<file path="src/rtl/lenet_pkg.sv">
// Shared constants for the LeNet-5 pipeline: bus widths, layer indices,
// result-BRAM region bases and the layer sequencer state encoding.
package lenet_pkg;

  localparam int unsigned DATA_SIZE  = 16;
  localparam int unsigned ADDR_WIDTH = 13;
  localparam int unsigned CNT_W      = 24;
  localparam int unsigned STATE_W    = 2;

  localparam logic [2:0] L_CONV1 = 3'd0;
  localparam logic [2:0] L_POOL1 = 3'd1;
  localparam logic [2:0] L_CONV2 = 3'd2;
  localparam logic [2:0] L_POOL2 = 3'd3;
  localparam logic [2:0] L_FC    = 3'd4;

  // Result regions packed back to back: 6x28x28, 6x14x14, 16x10x10, 16x5x5, 10
  localparam logic [12:0] CONV1_RESULT_BASE = 13'd0;
  localparam logic [12:0] POOL1_RESULT_BASE = 13'd4704;
  localparam logic [12:0] CONV2_RESULT_BASE = 13'd5880;
  localparam logic [12:0] POOL2_RESULT_BASE = 13'd7480;
  localparam logic [12:0] FC_RESULT_BASE    = 13'd7880;

  localparam logic [STATE_W-1:0] S_IDLE = 2'd0;
  localparam logic [STATE_W-1:0] S_RUN  = 2'd1;
  localparam logic [STATE_W-1:0] S_GAP  = 2'd2;
  localparam logic [STATE_W-1:0] S_DONE = 2'd3;

endpackage

</file>
<file path="src/rtl/bram_port_mux.sv">
// One-hot-select mux of packed per-requester BRAM port signals.
// With no select bit set every output is zero.
module bram_port_mux #(
  parameter int unsigned N  = 5,
  parameter int unsigned DW = 16,
  parameter int unsigned AW = 13
) (
  input  logic [N-1:0]    sel,
  input  logic [N-1:0]    req_ena,
  input  logic [N-1:0]    req_wea,
  input  logic [N*AW-1:0] req_addr,
  input  logic [N*DW-1:0] req_din,
  output logic            bram_ena,
  output logic            bram_wea,
  output logic [AW-1:0]   bram_addr,
  output logic [DW-1:0]   bram_din
);

  // AND-OR mux; relies on sel being one-hot or zero
  always_comb begin
    bram_ena  = 1'b0;
    bram_wea  = 1'b0;
    bram_addr = '0;
    bram_din  = '0;
    for (int k = 0; k < int'(N); k++) begin
      if (sel[k]) begin
        bram_ena  = bram_ena | req_ena[k];
        bram_wea  = bram_wea | req_wea[k];
        bram_addr = bram_addr | req_addr[k*AW +: AW];
        bram_din  = bram_din | req_din[k*DW +: DW];
      end
    end
  end

endmodule

</file>
<file path="src/rtl/lenet_layer_sched.sv">
// LeNet-5 layer sequencer: enables each engine in turn with a one-cycle gap,
// grants result-BRAM port A to the active layer, and aborts on a cycle budget.
module lenet_layer_sched #(
  parameter int unsigned NUM_LAYERS = 5,
  parameter int unsigned DATA_SIZE  = lenet_pkg::DATA_SIZE,
  parameter int unsigned ADDR_WIDTH = lenet_pkg::ADDR_WIDTH,
  parameter int unsigned TIMEOUT    = 2**22
) (
  input  logic                             clk,
  input  logic                             rst,
  input  logic                             start,
  output logic                             busy,
  output logic                             done,
  output logic                             error,
  output logic [2:0]                       err_layer,
  output logic [23:0]                      last_cycles,
  output logic [NUM_LAYERS-1:0]            layer_en,
  input  logic [NUM_LAYERS-1:0]            layer_finish,
  input  logic [NUM_LAYERS-1:0]            layer_bram_ena,
  input  logic [NUM_LAYERS-1:0]            layer_bram_wea,
  input  logic [NUM_LAYERS*ADDR_WIDTH-1:0] layer_bram_addra,
  input  logic [NUM_LAYERS*DATA_SIZE-1:0]  layer_bram_dina,
  output logic                             bram_ena,
  output logic                             bram_wea,
  output logic [ADDR_WIDTH-1:0]            bram_addra,
  output logic [DATA_SIZE-1:0]             bram_dina
);

  import lenet_pkg::*;

  logic [STATE_W-1:0]    state, state_nxt;
  logic [2:0]            cur, cur_nxt;
  logic [CNT_W-1:0]      cnt, cnt_nxt;
  logic                  busy_nxt, done_nxt, error_nxt;
  logic [2:0]            err_layer_nxt;
  logic [23:0]           last_nxt;
  logic [NUM_LAYERS-1:0] en_nxt;

  // State and registered outputs
  always_ff @(posedge clk or negedge rst) begin
    if (!rst) begin
      state       <= S_IDLE;
      cur         <= L_CONV1;
      cnt         <= '0;
      busy        <= 1'b0;
      done        <= 1'b0;
      error       <= 1'b0;
      err_layer   <= '0;
      last_cycles <= '0;
      layer_en    <= '0;
    end else begin
      state       <= state_nxt;
      cur         <= cur_nxt;
      cnt         <= cnt_nxt;
      busy        <= busy_nxt;
      done        <= done_nxt;
      error       <= error_nxt;
      err_layer   <= err_layer_nxt;
      last_cycles <= last_nxt;
      layer_en    <= en_nxt;
    end
  end

  // Next-state and next-output logic
  always_comb begin
    state_nxt     = state;
    cur_nxt       = cur;
    cnt_nxt       = cnt;
    error_nxt     = error;
    err_layer_nxt = err_layer;
    last_nxt      = last_cycles;
    en_nxt        = layer_en;
    busy_nxt      = 1'b0;
    done_nxt      = 1'b0;

    case (state)
      S_IDLE: begin
        en_nxt = '0;
        if (start) begin
          cur_nxt   = L_CONV1;
          cnt_nxt   = '0;
          error_nxt = 1'b0;
          en_nxt    = NUM_LAYERS'(1);
          state_nxt = S_RUN;
        end
      end
      S_RUN: begin
        cnt_nxt = cnt + CNT_W'(1);
        // Finish of the active layer wins over a coincident timeout
        if (layer_finish[cur]) begin
          last_nxt  = 24'(cnt + CNT_W'(1));
          en_nxt    = '0;
          state_nxt = S_GAP;
        end else if (cnt == CNT_W'(TIMEOUT - 1)) begin
          en_nxt        = '0;
          error_nxt     = 1'b1;
          err_layer_nxt = cur;
          state_nxt     = S_IDLE;
        end
      end
      S_GAP: begin
        if (cur == 3'(NUM_LAYERS - 1)) begin
          state_nxt = S_DONE;
        end else begin
          cur_nxt   = cur + 3'd1;
          cnt_nxt   = '0;
          en_nxt    = NUM_LAYERS'(1) << (cur + 3'd1);
          state_nxt = S_RUN;
        end
      end
      S_DONE: begin
        state_nxt = S_IDLE;
      end
      default: begin
        en_nxt    = '0;
        state_nxt = S_IDLE;
      end
    endcase

    busy_nxt = (state_nxt != S_IDLE);
    done_nxt = (state_nxt == S_DONE);
  end

  // Grant follows the registered enables, so reset removes it asynchronously
  bram_port_mux #(
    .N  (NUM_LAYERS),
    .DW (DATA_SIZE),
    .AW (ADDR_WIDTH)
  ) u_bram_port_mux (
    .sel       (layer_en),
    .req_ena   (layer_bram_ena),
    .req_wea   (layer_bram_wea),
    .req_addr  (layer_bram_addra),
    .req_din   (layer_bram_dina),
    .bram_ena  (bram_ena),
    .bram_wea  (bram_wea),
    .bram_addr (bram_addra),
    .bram_din  (bram_dina)
  );

endmodule

</file>
<file path="config.mk">
export PLATFORM = sky130hd
export DESIGN_NAME = lenet_layer_sched
export DESIGN_NICKNAME = d
export VERILOG_FILES = /design/src/rtl/lenet_pkg.sv /design/src/rtl/bram_port_mux.sv /design/src/rtl/lenet_layer_sched.sv
export SDC_FILE = /design/constraint.sdc
export NUM_CORES = 1
export LEC_CHECK = 0
export CAP_MARGIN = 10
export CORE_UTILIZATION = 40
export DETAILED_ROUTE_END_ITERATION = 12
export PLACE_DENSITY = 0.85
export SLEW_MARGIN = 10
export SYNTH_ARGS = -nofsm -noshare
export SYNTH_HDL_FRONTEND = slang
export SYNTH_SLANG_ARGS = --single-unit
</file>
<file path="constraint.sdc">
create_clock -name clk -period 3.89 [get_ports clk]
set_input_delay 0.778 -clock clk [delete_from_list [all_inputs] [get_ports clk]]
set_output_delay 0.778 -clock clk [all_outputs]
set_load 0.02 [all_outputs]
</file>
Word level (Yosys, flattened, before mapping)
Index checks and enable logic that the tools add are counted.
Operators by class
  bitwise operators: 17
  shift operators: 1
  reductions and logical operators: 11
  add/subtract/negate cells: 2
  muxes and demuxes: 42
  eq/ne operators: 11
  magnitude comparators: 1
Operators by type and width (number)
  16-bit 2-to-1 mux: 5
  24-bit one-hot mux with 3 select lines: 1
  13-bit 2-to-1 mux: 5
  16-bit bitwise OR: 4
  13-bit bitwise OR: 4
  24-bit 2-to-1 mux: 2
  24-bit by 1-bit adder with 24-bit output (second input constant): 1
  24-bit by 22-bit equality test with 1-bit output (second input constant): 1
  1-bit 2-to-1 mux: 15
  5-bit 2-to-1 mux: 3
  5-bit one-hot mux with 3 select lines: 1
  3-bit AND reduction: 4
  2-bit 2-to-1 mux: 4
  2-bit != test (second input constant): 4
  1-bit bitwise OR: 8
  2-bit one-hot mux with 4 select lines: 1
  2-bit equality test (second input constant): 3
  3-bit 2-to-1 mux: 2
  3-bit one-hot mux with 2 select lines: 1
  2-bit nonzero test: 3
  1-bit by 3-bit left shift with 5-bit output (first input constant): 1
  3-bit by 4-bit less-than comparator with 1-bit output (second input constant): 1
  4-bit AND reduction: 1
  3-bit by 1-bit adder with 3-bit output (second input constant): 1
  9 further kinds: 9
Storage, ports and cells
  register bits after elaboration: 64

Logic depth before layout (Yosys ltp)
Gate-level depths: netlist of the first run.
  depth after elaboration: 9
  gate-level depth with buffers: 9

By module
A second synthesis of the first run with hierarchy kept.
Unflattened totals
  cells, all modules: 467
  area, all modules: 4226.6 µm²
Modules (own cells, without submodules)
  lenet_layer_sched: cells each 359, seq. area each 1601.5 µm², area each 3473.3 µm², times used 1
  bram_port_mux: cells each 108, seq. area each 0.0 µm², area each 753.2 µm², times used 1

Worst setup path after synthesis of the first run
Ideal clock, no wire load.
  kind: reg-to-reg
  start point: register cnt[0]
  end point: register layer_en[0]
  data required time: 3.765 ns
  stages on the path, launching flop included: 9
  path buffers: 2
  setup slack: 1.662 ns
  clock period less this slack: 2.228 ns
  library setup time: 0.125 ns
  arrival time: 2.103 ns
  cell sequence: dfrtp_1 > ha_1 > and4_1 > buf_4 > and3_1 > buf_6 > nand4_4 > a311oi_4 > mux2_4
Between the ends
  longest elaborated chain between the ends: 3
RTL lines
  start: declaration: RTL line lenet_layer_sched.sv:33  | logic [CNT_W-1:0] cnt, cnt_nxt;
  start signal: assignment: RTL line lenet_layer_sched.sv:54  | cnt <= cnt_nxt;
  24-bit by 22-bit equality test with 1-bit output: RTL line lenet_layer_sched.sv:94  | end else if (cnt == CNT_W'(TIMEOUT - 1)) begin
  3-bit != test (no line)
  3-bit AND reduction (no line)
  end signal: assignment: RTL line lenet_layer_sched.sv:60  | layer_en <= en_nxt;
  end: declaration: RTL line lenet_layer_sched.sv:17  | output logic [NUM_LAYERS-1:0] layer_en,
Every way passes these cells.
A chain may end at the register's enable or synchronous reset.

Worst setup path after layout of the first run
  start point: input port layer_bram_dina[6]
  end point: output port bram_dina[6]
Between the ends
  longest elaborated chain between the ends: 9
RTL lines
  start: declaration: RTL line lenet_layer_sched.sv:22  | input logic [NUM_LAYERS*DATA_SIZE-1:0] layer_bram_dina,
  16-bit 2-to-1 mux *: RTL line bram_port_mux.sv:26  | if (sel[k]) begin
  16-bit bitwise OR: RTL line bram_port_mux.sv:30  | bram_din = bram_din | req_din[k*DW +: DW];
  16-bit 2-to-1 mux *: RTL line bram_port_mux.sv:26
  16-bit bitwise OR: RTL line bram_port_mux.sv:30
  16-bit 2-to-1 mux *: RTL line bram_port_mux.sv:26
  16-bit bitwise OR: RTL line bram_port_mux.sv:30
  16-bit 2-to-1 mux *: RTL line bram_port_mux.sv:26
  16-bit bitwise OR: RTL line bram_port_mux.sv:30
  16-bit 2-to-1 mux *: RTL line bram_port_mux.sv:26
  end: declaration: RTL line lenet_layer_sched.sv:26  | output logic [DATA_SIZE-1:0] bram_dina
Every way passes the cells marked *; elsewhere a longest branch is shown, timed or not.

==> key figures, run 1 <==
Status
  • Status: finished, final reports clean

Global route
  • Initial antenna violation count: 0
  • Global-route wire length before repair: 22000 um
  • Largest net degree at the start of global routing: 47
  • Vias in the first global route: 4357
  • Global Route Usage Sum: 27.2%
  • GRT overflow: 0

Die
  • Initial Util: 41.7%
  • Row Count: 36
  • Core area: 9860 sq um
  • Ports: 229
  • Die outline area: 10700 sq um
  • Die width: 103 um
  • Die Height: 103 um

Routing
  • DRC violations left: 0
  • Wire per inst: 18.6 um
  • Drt via density: 5.65
  • Drt pass-1 iters: 5
  • 1st-iter DRT viols: 388
  • Via count: 4583
  • Antenna-violating nets left: 0
  • Final wirelength: 15100 um

STA
  • Max_slew headroom: 38.8%
  • Slew @ Worst Pin: 918 ps
  • Fmax: 324 MHz
  • Layout Skew: 11.9 ps
  • Setup TNS: 0 ps
  • Final hold vios: 0
  • Setup violations, final: 0
  • Tmin final: 3090 ps
  • Max-slew violations: 0
  • Post-route setup slack: 803 ps
  • Unrepaired setup endpoints after global routing: no
  • Crit share post-route: 79.4%

Power and ir drop
  • Part of the power in registers: 24.7%
  • P_sw: 1.33 mW
  • Leak: 2.75 nW
  • Clock share of power: 19.3%
  • Combinational power share: 56.0%
  • Switching share of power: 41.4%
  • Power Internal: 1.89 mW
  • Power Total: 3.22 mW
  • Power per cell area: 481 nW/um^2
  • Worst vdd rail ir drop: 0.000340 V

Min path
  • Hold path endpoint: last_cycles[14]
  • Hold/Removal Path Class: reg2reg
  • Worst hold path cell count: 2
  • Worst hold path startpoint: last_cycles[14]

Worst setup path
  • RR Endpoint: layer_en[3]
  • Worst Path Required: 3110 ps
  • Reg-to-reg startpoint: cnt[0]
  • Crit Path Max Fanout: 1
  • Worst Path Arrival: 2310 ps
  • Setup slack, reg-to-reg: 1180 ps
  • Crit end category: primary output
  • Critical path class: in2out
  • Worst Reg-to-Reg Cells: 6
  • CP Launch Type: input pin

Clock tree
  • Post-CTS setup buffer count: 0
  • Sink Count: 64
  • Htree depth: 3
  • CTS Hold Bufs: 0
  • Skew-Pair Late Insertion Delay: 350 ps
  • CTS Buf Count: 9
  • CTS tree: done
  • Clock Path Buffers: 2
  • Clk pin slew, worst setup/hold paths: 70 ps
  • Root Driver: clkbuf_8
  • # resized after CTS: 0

Synthesis
  • Async set-reset flop share out of synthesis: 100%
  • Yosys cell types: 48
  • Mapped cell area: 4120 sq um
  • Syn Area/Cell: 8.91 sq um
  • Post-synthesis register bit count: 64
  • Synth Warn #: 0
  • Syn Inst Count: 462
  • Most used DFF post-synth: dfrtp_1
  • Synth area leaders: dfrtp_1, a222oi_1, nand2_1, o21ai_0, a22oi_1
  • EDFF count, synth: 0
  • Leading area contributor after synthesis: dfrtp_1
  • Seq/Total Area, Yosys: 38.9%
  • Post-synth top area share: 38.9%
  • Syn nets: 636

Place
  • Pre-CTS setup slack: 807 ps
  • Global placer's final weighted congestion: 0.827
  • Hpwl dp: 11400 um
  • # port buffers: 228
  • Placed cell count: 795

Final layout
  • Post-layout util: 67.8%
  • Number of fill cells in the layout: 751
  • Diodes inserted: 0
  • Nets@finish: 847
  • Multi-input combinational cell area: 2300 sq um
  • Post-Layout Cell Count: 811
  • Share of cells above drive strength 1: 5.60%
  • Area Growth Syn to Fin: 62.4%
  • Register area: 1600 sq um

Run
  • Max Cap Viol: 0
[cell type report]
cell class | instances | share of cell area (%)
well taps | 133 | 2.49
clock buffers | 12 | 2.47
inverters | 14 | 0.786
repair buffers | 237 | 35.1
clock inverters | 4 | 0.767
multi-input cells | 347 | 34.5
flip-flops and latches | 64 | 24.0
[per-stage QoR]
step           hold slack [ps]  cell area (sq um)
2_1_floorplan              480               4120
3_3_place_gp               468               6470
3_5_place_dp               474               6470
4_1_cts                    491               6690
5_1_grt                    512               6690
6_report                   485               6690
[worst max-delay path by stage]
stage | from | end | slack [ps] | depth (start not counted)
floorplan | cnt[0] | layer_en[0] | 1660 | 8
global placement | layer_bram_dina[6] | bram_dina[6] | 780 | 4
detailed placement | layer_bram_dina[6] | bram_dina[6] | 810 | 4
CTS | layer_bram_dina[6] | bram_dina[6] | 800 | 4
global route | layer_bram_dina[9] | bram_dina[9] | 730 | 4
finish | layer_bram_dina[6] | bram_dina[6] | 800 | 4
[routing by layer]
metal | track usage, % | share of wire [%] | up-vias | wire length, um
met5 | 0 | 0 | - | 0
met2 | 47.5 | 51 | 193 | 7680
li1 | - | - | 2162 | -
met3 | 6.32 | 8.0 | 21 | 1200
met4 | 7.80 | 1.6 | 0 | 235
met1 | 33.5 | 40 | 2207 | 5960
[cells in the mapped netlist, types with 2 or more instances]
cell and count:
a21o_1 3, a21oi_1 12, a222oi_1 31, a22oi_1 32, a31oi_1 4, and2_1 4, and3_1 5, and4_1 5
buf_2 3, buf_4 3, clkbuf_1 28, dfrtp_1 64, ha_1 11, inv_1 14, mux2_2 5, mux2_4 2
mux2i_1 6, nand2_1 81, nand3_1 9, nand4_1 6, nor2_1 14, o21a_1 3, o21ai_0 52, o31ai_1 13
or3_1 8, xnor2_1 9, xor2_1 14
[layout by cell type (no fill, tap or decap), types with 2 or more instances in the layout]
master,synthesis,layout
a222oi_1,31,31
or3_1,8,8
a21o_1,3,3
and2_1,4,4
mux2_4,2,2
a31oi_1,4,4
nand4_1,6,6
clkbuf_8,0,12
mux2i_1,6,6
dfrtp_1,64,64
and3_1,5,5
buf_4,3,9
inv_1,14,14
nand3_1,9,9
mux2_2,5,5
o31ai_1,13,13
o21ai_0,52,52
clkdlybuf4s50_1,0,227
nor2_1,14,14
o21a_1,3,3
a21oi_1,12,12
and4_1,5,5
xor2_1,14,14
a22oi_1,32,32
ha_1,11,11
xnor2_1,9,9
nand2_1,81,81
[cells by family (layout without fill, tap and decap cells)]
logic type / Yosys count / after routing / synth area share (%)
compound gates: 159 / 159 / 27.4
simple gates: 141 / 141 / 16.7
flops: 64 / 64 / 38.9
buf+inv: 51 / 267 / 5.23
xor+xnor: 23 / 23 / 4.89
mux: 13 / 13 / 3.56
fa+ha+maj: 11 / 11 / 3.34
[worst max-delay path, stage by stage]
cell,delay (ps)
clkdlybuf4s50_1,420
a222oi_1,410
nand2_1,120
clkdlybuf4s50_1,580
[power by group through the flow]
stage	clock (mW)	sequential (mW)	combinational, mW
after floorplan	0	0.838	0.975
after global placement	0	0.803	1.76
after detailed placement	0	0.809	1.79
after CTS	0.627	0.796	1.80
after global routing	0.658	0.808	1.97
final	0.621	0.796	1.80
[state kept, by name, indices dropped and copies added (netlist names)]
register	flops
cnt	24
last_cycles	24
layer_en	5
cur	3
err_layer	3
state	2
busy	1
done	1
error	1
Note: power is estimated with default switching activity, not from simulation.
==> run 2, diff against run 1 <==
--- a/config.mk
+++ b/config.mk
@@ -6,9 +6,9 @@
 export NUM_CORES = 1
 export LEC_CHECK = 0
 export CAP_MARGIN = 10
-export CORE_UTILIZATION = 40
+export CORE_UTILIZATION = 36
 export DETAILED_ROUTE_END_ITERATION = 12
-export PLACE_DENSITY = 0.85
+export PLACE_DENSITY = 0.81
 export SLEW_MARGIN = 10
 export SYNTH_ARGS = -nofsm -noshare
 export SYNTH_HDL_FRONTEND = slang
==> constraint.sdc (replaced) <==
create_clock -name clk -period 2.8 [get_ports clk]
set_input_delay 0.56 -clock clk [delete_from_list [all_inputs] [get_ports clk]]
set_output_delay 0.56 -clock clk [all_outputs]
set_load 0.02 [all_outputs]
==> run 2 against run 1 <==
Compared with the run above: global-route usage down 1.5 points; sequential share of layout area down 0.76 points; first-iteration DRC count up 51%; cell count up 1.7%; clock skew down 6.0 ps; setup slack worse by 760 ps; critical path depth unchanged; flip-flop and latch count unchanged; cell area up 3.3%; highest routed layer unchanged.
==> key figures, run 2 (synthesized netlist as in run 1, its figures left out) <==
Global route
  • Largest net degree at the start of global routing: 36 (-23%)
  • Global Route Usage Sum: 25.7% (-1.5 points)
  • GRT overflow: 0 (unchanged)
  • Initial antenna violation count: 0 (unchanged)
  • Vias in the first global route: 4463 (+2.4%)
  • Global-route wire length before repair: 23200 um (+5.8%)

Power and ir drop
  • Power Internal: 2.99 mW (+59%)
  • Power per cell area: 715 nW/um^2 (+48%)
  • P_sw: 1.94 mW (+46%)
  • Switching share of power: 39.4% (-2.0 points)
  • Worst vdd rail ir drop: 0.000461 V (+35%)
  • Clock share of power: 24.3% (+5.0 points)
  • Part of the power in registers: 22.4% (-2.3 points)
  • Leak: 2.87 nW (+4.0%)
  • Combinational power share: 53.4% (-2.6 points)

Final layout
  • Share of cells above drive strength 1: 6.57% (+0.96 points)
  • Register area: 1600 sq um (unchanged)
  • Biggest regs: cnt x24, last_cycles x24, layer_en x5
  • Most common cell after layout, fill and taps aside: clkdlybuf4s50_1
  • Nets@finish: 854 (+0.83%)
  • Most frequent cells in the layout: clkdlybuf4s50_1, nand2_1, dfrtp_1, o21ai_0, a22oi_1
  • Area Growth Syn to Fin: 67.7%
  • Number of fill cells in the layout: 893 (+19%)
  • Diodes inserted: 0 (unchanged)
  • Multi-input combinational cell area: 2300 sq um (unchanged)

Worst setup path
  • CP Launch Type: flip-flop
  • CP max stage delay: 640 ps (+60 ps)
  • Critical path's slowest cell: clkdlybuf4s50_1
  • Top Family by Delay on Critical Path: buffers and inverters
  • Worst Path Arrival: 2190 ps (-120 ps)
  • CP Cell Sequence: buf_12 -> a222oi_1 -> nand2_1 -> clkdlybuf4s50_1
  • Crit Path Max Fanout: 27 (+26)
  • Reg-to-reg startpoint: cnt[0]
  • Worst Reg-to-Reg Cells: 6 (unchanged)
  • WP buf/inv: 2 (unchanged)
  • Worst Path Required: 2240 ps (-870 ps)
  • Setup slack, reg-to-reg: 470 ps (-710 ps)
  • Critical path class: reg2out
  • RR Endpoint: layer_en[0]
  • Crit end category: primary output

Clock tree
  • Htree depth: 3 (unchanged)
  • Skew-Pair Late Insertion Delay: 340 ps (about the same)
  • CTS Buf Count: 9 (unchanged)
  • Post-CTS setup buffer count: 0 (unchanged)
  • Clock Path Buffers: 2 (unchanged)
  • CTS tree: done
  • Sink Count: 64 (unchanged)
  • Clk pin slew, worst setup/hold paths: 60 ps (about the same)
  • Root Driver: clkbuf_16
  • CTS Hold Bufs: 0 (unchanged)
  • # resized after CTS: 0 (unchanged)

Min path
  • Hold/Removal Path Class: in2async

STA
  • Final hold vios: 0 (unchanged)
  • Layout Skew: 5.93 ps (-6.00 ps)
  • Unrepaired setup endpoints after global routing: no
  • Max-slew violations: 0 (unchanged)
  • Post-route setup slack: 45.4 ps (-758 ps)
  • Tmin final: 2750 ps
  • Setup violations, final: 0 (unchanged)
  • Max_slew headroom: 47.1% (+8.3 points)
  • Crit share post-route: 98.4%
  • Setup TNS: 0 ps (unchanged)
  • Fmax: 363 MHz
  • Slew @ Worst Pin: 793 ps (-124 ps)

Die
  • Core area: 11000 sq um (+11%)
  • Die Height: 109 um (+5.3%)
  • Initial Util: 37.5% (-4.3 points)
  • Die outline area: 11900 sq um (+11%)
  • Die width: 109 um (+5.3%)
  • Row Count: 38 (+5.6%)
  • Ports: 229 (unchanged)

Routing
  • Drt pass-1 iters: 7 (+2)
  • Antenna-violating nets left: 0 (unchanged)
  • Drt via density: 5.63 (-0.45%)
  • DRC violations left: 0 (unchanged)
  • Final wirelength: 15800 um (+4.5%)
  • 1st-iter DRT viols: 584 (+51%)
  • Wire per inst: 19.1 um (+2.8%)
  • Via count: 4641 (+1.3%)

Place
  • Hpwl dp: 11900 um (+4.9%)
  • Global placer's final weighted congestion: 0.836 (+1.0%)
  • # port buffers: 228 (unchanged)
  • Pre-CTS setup slack: 137 ps (-669 ps)

Status
  • Status: finished, final reports clean

Run
  • Max Cap Viol: 0 (unchanged)
## run 2: cell count changes in the layout (fill, tap and decap cells not counted), sizes merged
cell           delta
clkdlybuf4s50     -1
bufinv            +1
clkinv            +1
dlymetal6s2s      +1
buf               +7
clkbuf            -3
inv               +1
## run 2: worst max-delay path by stage
| stage | startpoint | cells past startpoint | slack [ps] | endpoint |
|---|---|---|---|---|
| CTS | layer_en[0] | 4 | 70 | bram_ena |
| finish | layer_en[0] | 4 | 50 | bram_addra[3] |
| global route | layer_en[0] | 4 | 0.8 | bram_dina[2] |
| floorplan | cnt[0] | 8 | 570 | layer_en[0] |
| detailed placement | layer_bram_ena[0] | 4 | 140 | bram_ena |
| global placement | layer_bram_dina[2] | 4 | 190 | bram_dina[2] |
## run 2: power by group through the flow
stage | Combinational (mW) | Sequential (mW) | Clock [mW]
floorplan | 1.35 | 1.16 | 0
global placement | 2.55 | 1.11 | 0
detailed placement | 2.60 | 1.12 | 0
CTS | 2.61 | 1.10 | 1.22
global route | 2.83 | 1.11 | 1.25
finish | 2.63 | 1.10 | 1.20
## run 2: layer usage
metal	vias to the layer above	share of wire [%]	global-route usage, %
li1	2178	-	-
met4	0	3.8	13.3
met1	2216	36	28.5
met3	37	8.9	7.29
met2	210	51	44.7
met5	-	0	0
## run 2: area by class of cell
cell class	count	share of cell area [%]
Timing Repair Buffer	244	35.5
Clock buffer	9	3.26
Clock inverter	7	1.38
Tap cell	140	2.54
Sequential cell	64	23.2
Inverter	14	0.761
Multi-Input combinational cell	347	33.4
## run 2: per-stage QoR
step	instance area [sq um]	hold slack [ps]	util [%]	total power [mW]	std cells
final	6900	261	62.9	4.93	825
after global routing	6900	317	62.9	5.20	825
after CTS	6900	282	62.8	4.93	825
after detailed placement	6580	470	59.9	3.71	809
after global placement	6580	467	59.9	3.67	809
after floorplan	4120	264	-	2.52	462
